### config.mk
export PLATFORM = sky130hd
export DESIGN_NAME = intt_result_drain
export DESIGN_NICKNAME = d
export VERILOG_FILES = /design/src/rtl/intt_result_drain.sv
export SDC_FILE = /design/constraint.sdc
export NUM_CORES = 1
export LEC_CHECK = 0
export BUFFER_PORTS_ARGS = -buffer_cell sky130_fd_sc_hd__buf_2
export CAP_MARGIN = 10
export CORE_ASPECT_RATIO = 0.75
export CORE_UTILIZATION = 46
export CTS_CLUSTER_SIZE = 12
export DETAILED_ROUTE_END_ITERATION = 7
export GPL_TIMING_DRIVEN = 0
export HOLD_SLACK_MARGIN = 0.12
export PLACE_DENSITY = 0.61
export SLEW_MARGIN = 40
export SYNTH_ARGS = -nofsm -noshare
export SYNTH_HDL_FRONTEND = slang
export SYNTH_SLANG_ARGS = --single-unit
### constraint.sdc
create_clock -name clock -period 31.5 [get_ports clock]
set_input_delay 7.875 -clock clock [delete_from_list [all_inputs] [get_ports clock]]
set_output_delay 7.875 -clock clock [all_outputs]
set_load 0.005 [all_outputs]
### src/rtl/intt_result_drain.sv
// Buffers 8-lane INTT result beats and serialises them into one coefficient per handshake with a flat address.
// Latency: a beat pushed into an empty FIFO presents lane 0 on the next cycle; each beat takes LANES handshakes.
// Backpressure: i_out_ready stalls the serialiser; beats arriving while the FIFO is full are dropped and flagged.
module intt_result_drain #(
    parameter int LANES      = 8,
    parameter int LANE_DW    = 35,
    parameter int BANK_AW    = 9,
    parameter int OUT_DW     = 39,
    parameter int FIFO_DEPTH = 4,
    parameter int N_COEFF    = 4096,
    localparam int LW        = $clog2(LANES),
    localparam int CW        = $clog2(N_COEFF) + 1
) (
    input  logic                       clock,
    input  logic                       reset,
    input  logic                       i_start,
    input  logic                       i_intt_we,
    input  logic [LANES*BANK_AW-1:0]   i_intt_addr,
    input  logic [LANES*LANE_DW-1:0]   i_intt_concat,
    output logic                       o_out_valid,
    input  logic                       i_out_ready,
    output logic [LW+BANK_AW-1:0]      o_out_addr,
    output logic [OUT_DW-1:0]          o_out_data,
    output logic                       o_busy,
    output logic                       o_done,
    output logic                       o_overflow,
    output logic [CW-1:0]              o_emit_cnt
);
    localparam int PW = $clog2(FIFO_DEPTH);
    localparam logic [CW-1:0] LAST_CNT = CW'(N_COEFF - 1);
    localparam logic [LW-1:0] LAST_LANE = LW'(LANES - 1);

    typedef enum logic {IDLE, RUN} state_t;

    state_t state_q, state_d;

    logic [LANES*BANK_AW-1:0] addr_mem [FIFO_DEPTH];
    logic [LANES*LANE_DW-1:0] data_mem [FIFO_DEPTH];
    logic [PW:0]              wr_ptr_q, rd_ptr_q;
    logic [LW-1:0]            lane_q;
    logic [CW-1:0]            emit_cnt_q;
    logic                     overflow_q, done_q;

    logic run, empty, full, hs, pop, push, ovf_set, final_hs, done_evt;
    logic [LANES*BANK_AW-1:0] head_addr;
    logic [LANES*LANE_DW-1:0] head_data;
    logic [BANK_AW-1:0]       lane_addr;
    logic [LANE_DW-1:0]       lane_data;

    assign run      = (state_q == RUN);
    assign empty    = (wr_ptr_q == rd_ptr_q);
    assign full     = (wr_ptr_q[PW] != rd_ptr_q[PW]) && (wr_ptr_q[PW-1:0] == rd_ptr_q[PW-1:0]);
    assign hs       = run && !empty && i_out_ready;
    assign pop      = hs && (lane_q == LAST_LANE);
    // i_start discards whatever arrives in the same cycle, so it gates both push and overflow.
    assign push     = run && i_intt_we && (!full || pop) && !i_start;
    assign ovf_set  = run && i_intt_we && full && !pop && !i_start;
    assign final_hs = hs && (emit_cnt_q == LAST_CNT);
    assign done_evt = final_hs && !i_start;

    always_ff @(posedge clock or negedge reset) begin
        if (!reset) state_q <= IDLE;
        else        state_q <= state_d;
    end

    always_comb begin
        state_d = state_q;
        case (state_q)
            IDLE: if (i_start) state_d = RUN;
            RUN: begin
                if (i_start)       state_d = RUN;
                else if (final_hs) state_d = IDLE;
            end
            default: state_d = IDLE;
        endcase
    end

    always_ff @(posedge clock or negedge reset) begin
        if (!reset) begin
            wr_ptr_q   <= '0;
            rd_ptr_q   <= '0;
            lane_q     <= '0;
            emit_cnt_q <= '0;
            overflow_q <= 1'b0;
            done_q     <= 1'b0;
        end else begin
            done_q <= done_evt;
            if (i_start || done_evt) begin
                wr_ptr_q <= '0;
                rd_ptr_q <= '0;
                lane_q   <= '0;
            end else begin
                if (push) wr_ptr_q <= wr_ptr_q + 1'b1;
                if (pop)  rd_ptr_q <= rd_ptr_q + 1'b1;
                if (hs)   lane_q   <= lane_q + 1'b1;
            end
            if (i_start)  emit_cnt_q <= '0;
            else if (hs)  emit_cnt_q <= emit_cnt_q + 1'b1;
            if (i_start)      overflow_q <= 1'b0;
            else if (ovf_set) overflow_q <= 1'b1;
        end
    end

    always_ff @(posedge clock) begin
        if (push) begin
            addr_mem[wr_ptr_q[PW-1:0]] <= i_intt_addr;
            data_mem[wr_ptr_q[PW-1:0]] <= i_intt_concat;
        end
    end

    assign head_addr = addr_mem[rd_ptr_q[PW-1:0]];
    assign head_data = data_mem[rd_ptr_q[PW-1:0]];

    // Outputs are forced to zero when nothing is presented so storage contents never leak out.
    always_comb begin
        lane_addr   = head_addr[int'(lane_q)*BANK_AW +: BANK_AW];
        lane_data   = head_data[int'(lane_q)*LANE_DW +: LANE_DW];
        o_out_valid = run && !empty;
        o_out_addr  = '0;
        o_out_data  = '0;
        if (o_out_valid) begin
            o_out_addr                = {lane_q, lane_addr};
            o_out_data[LANE_DW-1:0]   = lane_data;
        end
    end

    assign o_busy     = run;
    assign o_done     = done_q;
    assign o_overflow = overflow_q;
    assign o_emit_cnt = emit_cnt_q;

endmodule

==> flow_metrics.env <==
export IMPL_status="complete, no violations"
export IMPL_layout_cells_non_filler=5381
export IMPL_peakVddDrop_uv=52.8
export IMPL_post_cts_buffers=0
export IMPL_cts_tree="yes"
export IMPL_nFillCells=9585
export IMPL_fin_crit_ns=11.97
export IMPL_synthDistinctLibCells=48
export IMPL_max_slew_margin=0.445
export IMPL_cts_sinks=1433
export IMPL_path_max_fanout=10
export IMPL_clk_latency_ns=0.75
export IMPL_initial_core_util=0.463
export IMPL_tns_ns=0
export IMPL_grtUsageTotal=0.242
export IMPL_grt_ovfl_total=0
export IMPL_fmax_mhz=83.5
export IMPL_startpoint_type="flop"
export IMPL_mostFrequentLayoutCells="edfxtp_1, mux2i_1, buf_2, a22oi_1, nand3_1"
export IMPL_tightest_slew_ns=0.829
export IMPL_io_buffers=420
export IMPL_ios=425
export IMPL_finalSetupViolCount=0
export IMPL_cp_arrival_ns=4.09
export IMPL_grt_pass1_wl_um=210000
export IMPL_rsz0062_at_grt="false"
export IMPL_worstPathCellList="buf_2 -> clkbuf_1 -> nor2_1 -> clkbuf_1 -> a22oi_1 -> nand3_1 -> nand4_1 -> buf_2"
export IMPL_synth_seq_cells=1433
export IMPL_drtIter0Drc=2644
export IMPL_drive_above_1_share=0.207
export IMPL_rows=110
export IMPL_fin_area_sq_um=65200
export IMPL_hpwl_um=105000
export IMPL_synthCells=3029
export IMPL_die_h_um=303
export IMPL_syn2layout_area_growth_pct=17.3
export IMPL_place_area_sq_um=60900
export IMPL_cts_htree_levels=4
export IMPL_ant_nets=0
export IMPL_hold_class="reg2reg"
export IMPL_die_area_sq_um=122000
export IMPL_final_nets=4024
export IMPL_cts_hold_buffers=0
export IMPL_gp_congestion=0.810
export IMPL_drt_total_wl_um=149000
export IMPL_grt_max_degree=39
export IMPL_final_common_cell="edfxtp_1"
export IMPL_clk_pin_slew_ns=0.06
export IMPL_synth_edff_count=1408
export IMPL_post_place_cells=5135
export IMPL_core_sq_um=120000
export IMPL_vias_per_cell=5.62
export IMPL_maxCapViolCount=0
export IMPL_crit_slowest_cell="nor2_1"
export IMPL_p_total_mw=3.88
export IMPL_first_global_vias=29600
export IMPL_die_x_um=403
export IMPL_critPathKind="reg2out"
export IMPL_crit_path_max_incr_delay_ns=0.76
export IMPL_avgSynthCellArea_sq_um=18.3
export IMPL_slew_violations=0
export IMPL_cp_required_ns=23.63
export IMPL_detail_route_wl_per_cell_um=27.6
export IMPL_detail_route_first_pass_iterations=5
export IMPL_power_per_cell_area_nw_per_um2=59.5
export IMPL_worst_setup_path_end_kind="primary output"
export IMPL_cts_root_buf="clkbuf_16"
export IMPL_synthArstFlopShare=0.0174
export IMPL_vias=30200
export IMPL_post_cts_resized_instances=0
export IMPL_numCtsBuffers=146
export IMPL_synth_area_sq_um=55500
export IMPL_synth_seq_area_share=0.772
export IMPL_p_leak_nw=21.0
export IMPL_cts_buffer_depth=3
export IMPL_hold_violations=0
export IMPL_ys_flop_type="edfxtp_1"
export IMPL_skew_ns=0.0230
export IMPL_drc=0
export IMPL_grt_antenna_before_repair=79
export IMPL_ys_warn_count=0
export IMPL_period_share=0.380
worst paths after layout:
kind	to	slack (ns)	start	depth (start not counted)
max	o_out_addr[4]	19.53	lane_q[0]$_DFFE_PN0P_	8
min	o_overflow$_DFFE_PN0P_	0.56	o_overflow$_DFFE_PN0P_	1
max reg2reg	data_mem[0][177]$_DFFE_PP_	28.00	lane_q[1]$_DFFE_PN0P_	9
min reg2reg	o_overflow$_DFFE_PN0P_	0.56	o_overflow$_DFFE_PN0P_	1
max in group asynchronous	o_emit_cnt[3]$_DFFE_PN0P_	23.97	reset	1
min in group asynchronous	o_done$_DFF_PN0_	7.12	reset	1
layer usage:
layer,up-vias,share of wire,global-route usage
met4,70,0.029,0.0806
met3,285,0.079,0.0676
met2,1016,0.47,0.384
met1,15300,0.42,0.323
li1,13600,-,-
met5,-,0.0028,0
registers in the layout (all words and copies together) (netlist names):
signal and count:
addr_mem 288, data_mem 1120, lane_q 3, o_busy 1, o_done 1, o_emit_cnt 13
o_overflow 1, rd_ptr_q 3, wr_ptr_q 3
where the power goes:
group	switching, mW	internal (mW)
clock network	0.678	0.886
registers	0.00754	2.13
logic	0.112	0.0641
total	0.798	3.08
kinds of logic after synthesis:
kind of cell	Yosys count	synth area share
flip-flops	1433	0.772
multiplexers	705	0.127
AO/OA/AOI/OAI	395	0.0531
AND/OR/NAND/NOR	287	0.0275
buffers and inverters	192	0.0160
adder cells (fa/ha/maj)	8	0.00180
XOR/XNOR	8	0.00180
other	1	0.0000675
final cells by class:
class | count | area, sq um | share of cell area
clock inverters | 35 | 226 | 0.00347
plain buffers | 186 | 877 | 0.0135
well taps | 1624 | 2030 | 0.0312
inverters | 6 | 22.5 | 0.000346
repair buffers | 479 | 3320 | 0.0510
multi-input cells | 1407 | 11800 | 0.181
flip-flops and latches | 1433 | 42900 | 0.658
diodes | 22 | 55.1 | 0.000845
clock buffers | 189 | 3940 | 0.0605
stage by stage:
step	hold slack [ns]	util	setup slack [ns]
final	0.558	0.544	19.53
after global routing	0.560	0.543	19.36
after CTS	0.548	0.543	19.38
after detailed placement	0.534	0.508	20.23
after global placement	0.531	0.498	-3.02
after floorplan	0.488	-	7.56
synthesized netlist by cell type (all sizes together) (3+ instances only):
cell	count	share of area
dfrtp	25	0.011
mux2i	704	0.13
nor2b	4	0.00045
nand3b	3	0.00041
a31oi	3	0.00072
nand2	14	0.00095
o31ai	5	0.00077
or4	4	0.00054
nor2	9	0.00061
inv	6	0.00041
and2	8	0.00090
xnor2	4	0.0010
a22oi	351	0.047
clkbuf	70	0.0047
nand4	47	0.0053
a21oi	18	0.0016
ha	8	0.0018
buf	116	0.011
or3	8	0.00090
edfxtp	1408	0.76
o21ai	9	0.00081
and4	3	0.00047
xor2	4	0.00077
nand3	183	0.016
critical path: cells and delay by family (launching register included):
kind,cells,cell delay [ns]
compound gates,1,0.17
buf+inv,4,1.36
flops,1,0.41
simple gates,3,1.37
(Power assumes the default switching activity.)
